==> src/rtl/mem_access_unit.sv <==
// mem_access_unit: valid/ready load/store unit with alignment, byte strobes, load extension and bus timeout
module mem_access_unit #(
  parameter int XLEN        = 32,
  parameter int ADDR_W      = 32,
  parameter int TIMEOUT_CYC = 255
) (
  input  logic              clk,
  input  logic              rst,
  input  logic              req_valid,
  output logic              req_ready,
  input  logic              req_wr,
  input  logic [2:0]        req_op,
  input  logic [ADDR_W-1:0] req_addr,
  input  logic [XLEN-1:0]   req_wdata,
  output logic              rsp_valid,
  input  logic              rsp_ready,
  output logic [XLEN-1:0]   rsp_rdata,
  output logic [1:0]        rsp_err,
  output logic              bus_valid,
  input  logic              bus_ready,
  output logic              bus_we,
  output logic [ADDR_W-1:0] bus_addr,
  output logic [XLEN-1:0]   bus_wdata,
  output logic [XLEN/8-1:0] bus_wstrb,
  input  logic              bus_rvalid,
  input  logic [XLEN-1:0]   bus_rdata,
  input  logic              bus_err
);
  localparam int NB = XLEN / 8;
  localparam int OW = $clog2(NB);
  typedef enum logic [1:0] {IDLE, REQ, WAIT, RESP} state_t;
  state_t state, state_nxt;
  logic rdy_q, wr_q, fire, bad, tmo;
  logic [2:0] op_q;
  logic [OW-1:0] off, off_q;
  logic [7:0] cnt;
  logic [NB-1:0] mask;
  logic [6:0] lsh;
  logic [XLEN-1:0] lane, ld_data, rdata_nxt;
  logic signed [XLEN-1:0] ld_sx;
  logic [1:0] err_nxt;
  assign req_ready = rdy_q && state == IDLE;
  assign fire = req_valid && req_ready;
  assign off = req_addr[OW-1:0];
  assign tmo = cnt >= 8'(TIMEOUT_CYC - 1);
  always_comb begin
    bad = req_op == 3'b111 || (req_wr && req_op[2]) ||
          (XLEN == 32 && (req_op[1:0] == 2'd3 || req_op == 3'b110)) ||
          (req_op[1:0] == 2'd1 ? off[0] : req_op[1:0] == 2'd2 ? |off[1:0] : req_op[1:0] == 2'd3 ? |off : 1'b0);
    mask = req_op[1:0] == 2'd0 ? NB'(1) : req_op[1:0] == 2'd1 ? NB'(3) : req_op[1:0] == 2'd2 ? NB'(15) : '1;
    lane = bus_rdata >> {off_q, 3'b000};
    lsh = 7'(XLEN) - (7'd8 << op_q[1:0]);
    ld_sx = $signed(lane << lsh) >>> lsh;
    ld_data = op_q[2] ? (lane << lsh) >> lsh : ld_sx;
    state_nxt = state;
    err_nxt = 2'b00;
    rdata_nxt = '0;
    case (state)
      IDLE: begin
        state_nxt = fire ? (bad ? RESP : REQ) : IDLE;
        err_nxt = 2'b01;
      end
      REQ: begin
        state_nxt = bus_ready ? WAIT : tmo ? RESP : REQ;
        err_nxt = 2'b10;
      end
      WAIT: begin
        state_nxt = (bus_rvalid || tmo) ? RESP : WAIT;
        err_nxt = (bus_err || !bus_rvalid) ? 2'b10 : 2'b00;
        rdata_nxt = (bus_rvalid && !bus_err && !wr_q) ? ld_data : '0;
      end
      RESP: state_nxt = rsp_ready ? IDLE : RESP;
      default: state_nxt = IDLE;
    endcase
  end
  always_ff @(posedge clk or negedge rst)
    if (!rst) state <= IDLE;
    else state <= state_nxt;
  always_ff @(posedge clk or negedge rst) begin
    if (!rst) begin
      rdy_q <= 1'b0;
      cnt <= '0;
      bus_valid <= 1'b0;
      rsp_valid <= 1'b0;
      rsp_err <= '0;
      rsp_rdata <= '0;
      bus_we <= 1'b0;
      bus_addr <= '0;
      bus_wstrb <= '0;
      bus_wdata <= '0;
      op_q <= '0;
      wr_q <= 1'b0;
      off_q <= '0;
    end else begin
      rdy_q <= 1'b1;
      cnt <= (state == REQ || state == WAIT) ? cnt + 8'd1 : 8'd0;
      bus_valid <= state_nxt == REQ;
      rsp_valid <= state_nxt == RESP;
      if (state != RESP && state_nxt == RESP) begin
        rsp_err <= err_nxt;
        rsp_rdata <= rdata_nxt;
      end
      if (fire) begin
        op_q <= req_op;
        wr_q <= req_wr;
        off_q <= off;
      end
      if (fire && !bad) begin
        bus_we <= req_wr;
        bus_addr <= {req_addr[ADDR_W-1:OW], OW'(0)};
        bus_wstrb <= req_wr ? mask << off : '0;
        bus_wdata <= req_wdata << {off, 3'b000};
      end
    end
  end
endmodule
==> config.mk <==
export PLATFORM = sky130hd
export DESIGN_NAME = mem_access_unit
export DESIGN_NICKNAME = d
export VERILOG_FILES = /design/src/rtl/mem_access_unit.sv
export SDC_FILE = /design/constraint.sdc
export NUM_CORES = 1
export LEC_CHECK = 0
export CAP_MARGIN = 15
export CORE_ASPECT_RATIO = 0.6
export CORE_UTILIZATION = 45
export CTS_BUF_LIST = sky130_fd_sc_hd__clkbuf_16
export DETAILED_ROUTE_END_ITERATION = 12
export GPL_TIMING_DRIVEN = 0
export PLACE_DENSITY = 0.81
export SYNTH_ARGS = -nofsm -noshare
export SYNTH_HDL_FRONTEND = slang
export SYNTH_SLANG_ARGS = --single-unit
==> constraint.sdc <==
create_clock -name clk -period 2.7 [get_ports clk]
set_input_delay 0.54 -clock clk [delete_from_list [all_inputs] [get_ports clk]]
set_output_delay 0.54 -clock clk [all_outputs]
set_load 0.1 [all_outputs]
==> impl_results.md <==
- Routed WL per cell: 19.7 um
- Layout area overhead: 50.7%
- Final core utilization: 71.3%
- H-tree Lvls: 4
- Clock latency on the worst-skew pair: 0.40 ns
- Vias in the first global route: 5082
- IO buf count: 209
- Worst path cell trace: clkdlybuf4s50_1, a221oi_1, o31ai_2, o311ai_4, or3_1, buf_6, buf_8, mux2_4
- Grt ovf: 0
- Effective utilization at floorplan: 47.3%
- Clock tree buffer depth: 2
- Yosys reg bits: 120
- FMAX: 0.362 GHz
- Placer Congestion: 0.950
- Clk pin slew, worst setup/hold paths: 0.06 ns
- Nets@finish: 866
- Critical path's slowest cell: clkdlybuf4s50_1
- Status: finished with violations
- Largest net degree at the start of global routing: 87
- Final worst slack: -0.0597 ns
- Fin. max-slew vios: 0
- Hold Fails Final Rpt: 0
- CTS Root Cell: clkbuf_16
- Post-DRT Antenna Nets: 0
- Post-route DRC violation count: 0
- Final wirelength: 18300 um
- Endpoints failing setup: 22
- Initial antenna violation count: 0
- Die width: 149 um
- Buf/Inv on CP: 3
- CTS Buf Count: 17
- Die area: 13500 um^2
- Ports: 213
- Tot GR Track Use: 27.9%
- Synth Flop Type: dfrtp_1
- WP data arrival: 3.03 ns
- Final Cycle Share: 102%
- Worst min path class: in2async
- EDFF count, synth: 0
- Clock skew: 0.0102 ns
- RSZ-0062 raised after global routing: yes
- Sequential element share of the synthesized area: 51.3%
- Worst slew pin tran: 1.03 ns
- Crit-path max cell delay: 0.65 ns
- Total number of yosys warnings: 0
- Post-Route Setup TNS: -0.540 ns
- Die H: 90.3 um
- CTS tree: done
- Failing checks: setup timing
- First-pass GRT wire length: 28600 um
- Cell Area, Synth: 5850 um^2
- Worst Path Max Fanout: 10
- Cell Count, Final, Fillers Out: 930
- Cell Rows: 31
- Post-synth ARST share: 100%
- Crit end category: flop
- Pre-CTS setup slack: -0.619 ns
- Commonest non-fill, non-tap cell in the layout: clkdlybuf4s50_1
- Cells after Synth: 520
- Total clock sinks: 120
- # diodes: 0
- Vias per cell: 5.53
- Max Cap Viol: 0
- Kind of critical path: in2reg
- Most frequent cells in the layout: 207 x clkdlybuf4s50_1, 120 x dfrtp_1, 50 x nand2_1
- CORE AREA: 12400 um^2
- Critical Path RT: 2.97 ns
- Layout cell share with drive strength beyond 1: 14.0%
- Tmin final: 2.76 ns
- DR vias: 5141
- Relative slew slack: 31.1%
- Placed instance count: 896
- DP Wirelength: 14200 um
- Crit path max-delay family: buffers and inverters
- First-pass detailed-route iteration total: 5
- Count of different cell masters after synthesis: 48
- Hold buffers post-CTS: 0
- Initial DRC count: 368
- CP startpoint kind: input port
- Syn avg cell area: 11.2 um^2
==> final cells by class <==
type | count | area (um^2)
fill | 885 | 3560
sequential | 120 | 3000
multi-input combinational | 358 | 2710
timing repair buffer | 212 | 2130
clock buffer | 17 | 425
tap | 165 | 206
buffer | 36 | 176
clock inverter | 15 | 139
inverter | 7 | 26.3
==> cells by family after synthesis <==
| family | Yosys count | share of synthesized area, % |
|---|---|---|
| buffers and inverters | 43 | 3.42 |
| AND/OR/NAND/NOR | 114 | 9.73 |
| XOR/XNOR | 6 | 0.898 |
| other | 2 | 0.128 |
| adder cells (fa/ha/maj) | 7 | 1.50 |
| multiplexers | 90 | 16.9 |
| AO/OA/AOI/OAI | 138 | 16.1 |
| flip-flops | 120 | 51.3 |
==> synth_stat cells, types with 8 or more instances <==
library cell	n	area, um^2
a22o_1	24	210
a21o_1	8	60.1
nor2_1	16	60.1
o31ai_1	10	75.1
nor2b_1	22	138
a21oi_1	17	85.1
o21ai_0	41	205
nand2_1	50	188
clkbuf_1	19	71.3
a211oi_1	22	165
dfrtp_1	120	3000
mux2i_1	37	370
mux2_2	48	541
==> final timing paths <==
check,from,to,slack [ns],cells after the start
max,req_wr,rsp_rdata[3]$_DFFE_PN0P_,-0.06,8
min,rst,rsp_rdata[27]$_DFFE_PN0P_,0.03,1
max reg2reg,state[0]$_DFF_PN0_,rsp_rdata[3]$_DFFE_PN0P_,-0.01,9
min reg2reg,bus_wdata[7]$_DFFE_PN0P_,bus_wdata[7]$_DFFE_PN0P_,0.50,2
max in group asynchronous,rst,bus_wstrb[0]$_DFFE_PN0P_,1.91,2
min in group clk,bus_wdata[7]$_DFFE_PN0P_,bus_wdata[7]$_DFFE_PN0P_,0.50,2
==> registers in the layout (all words and copies together), names as in the netlist <==
signal / flops
bus_addr: 30
bus_valid: 1
bus_wdata: 32
bus_we: 1
bus_wstrb: 4
cnt: 8
off_q: 2
op_q: 3
rdy_q: 1
rsp_err: 2
rsp_rdata: 32
rsp_valid: 1
state: 2
wr_q: 1
==> per-layer routing <==
metal  GRT usage (%)  routed length, um  share of wire, %  up-vias
met5               0                  0                 0        -
li1                -                  -                 -     2353
met2            40.4               8050                44      227
met4            6.72                270               1.5        0
met1            41.7               8620                47     2536
met3            6.82               1350               7.4       25
==> through the flow <==
| stage | cell area, um^2 | hold slack [ns] |
|---|---|---|
| CTS | 8780 | 0.0315 |
| global route | 8820 | 0.0330 |
| global placement | 8150 | 0.464 |
| floorplan | 5850 | 0.244 |
| detailed placement | 8180 | 0.453 |
| finish | 8820 | 0.0300 |
==> what timing repair did <==
action,4_1_cts,5_1_grt
pin swaps,0,1
setup endpoints to repair,33,38
buffers inserted,0,2
gates resized for setup,8,6
Power is not shown: default switching activity piles up to over one toggle a cycle in this logic, so the estimate is an artifact.
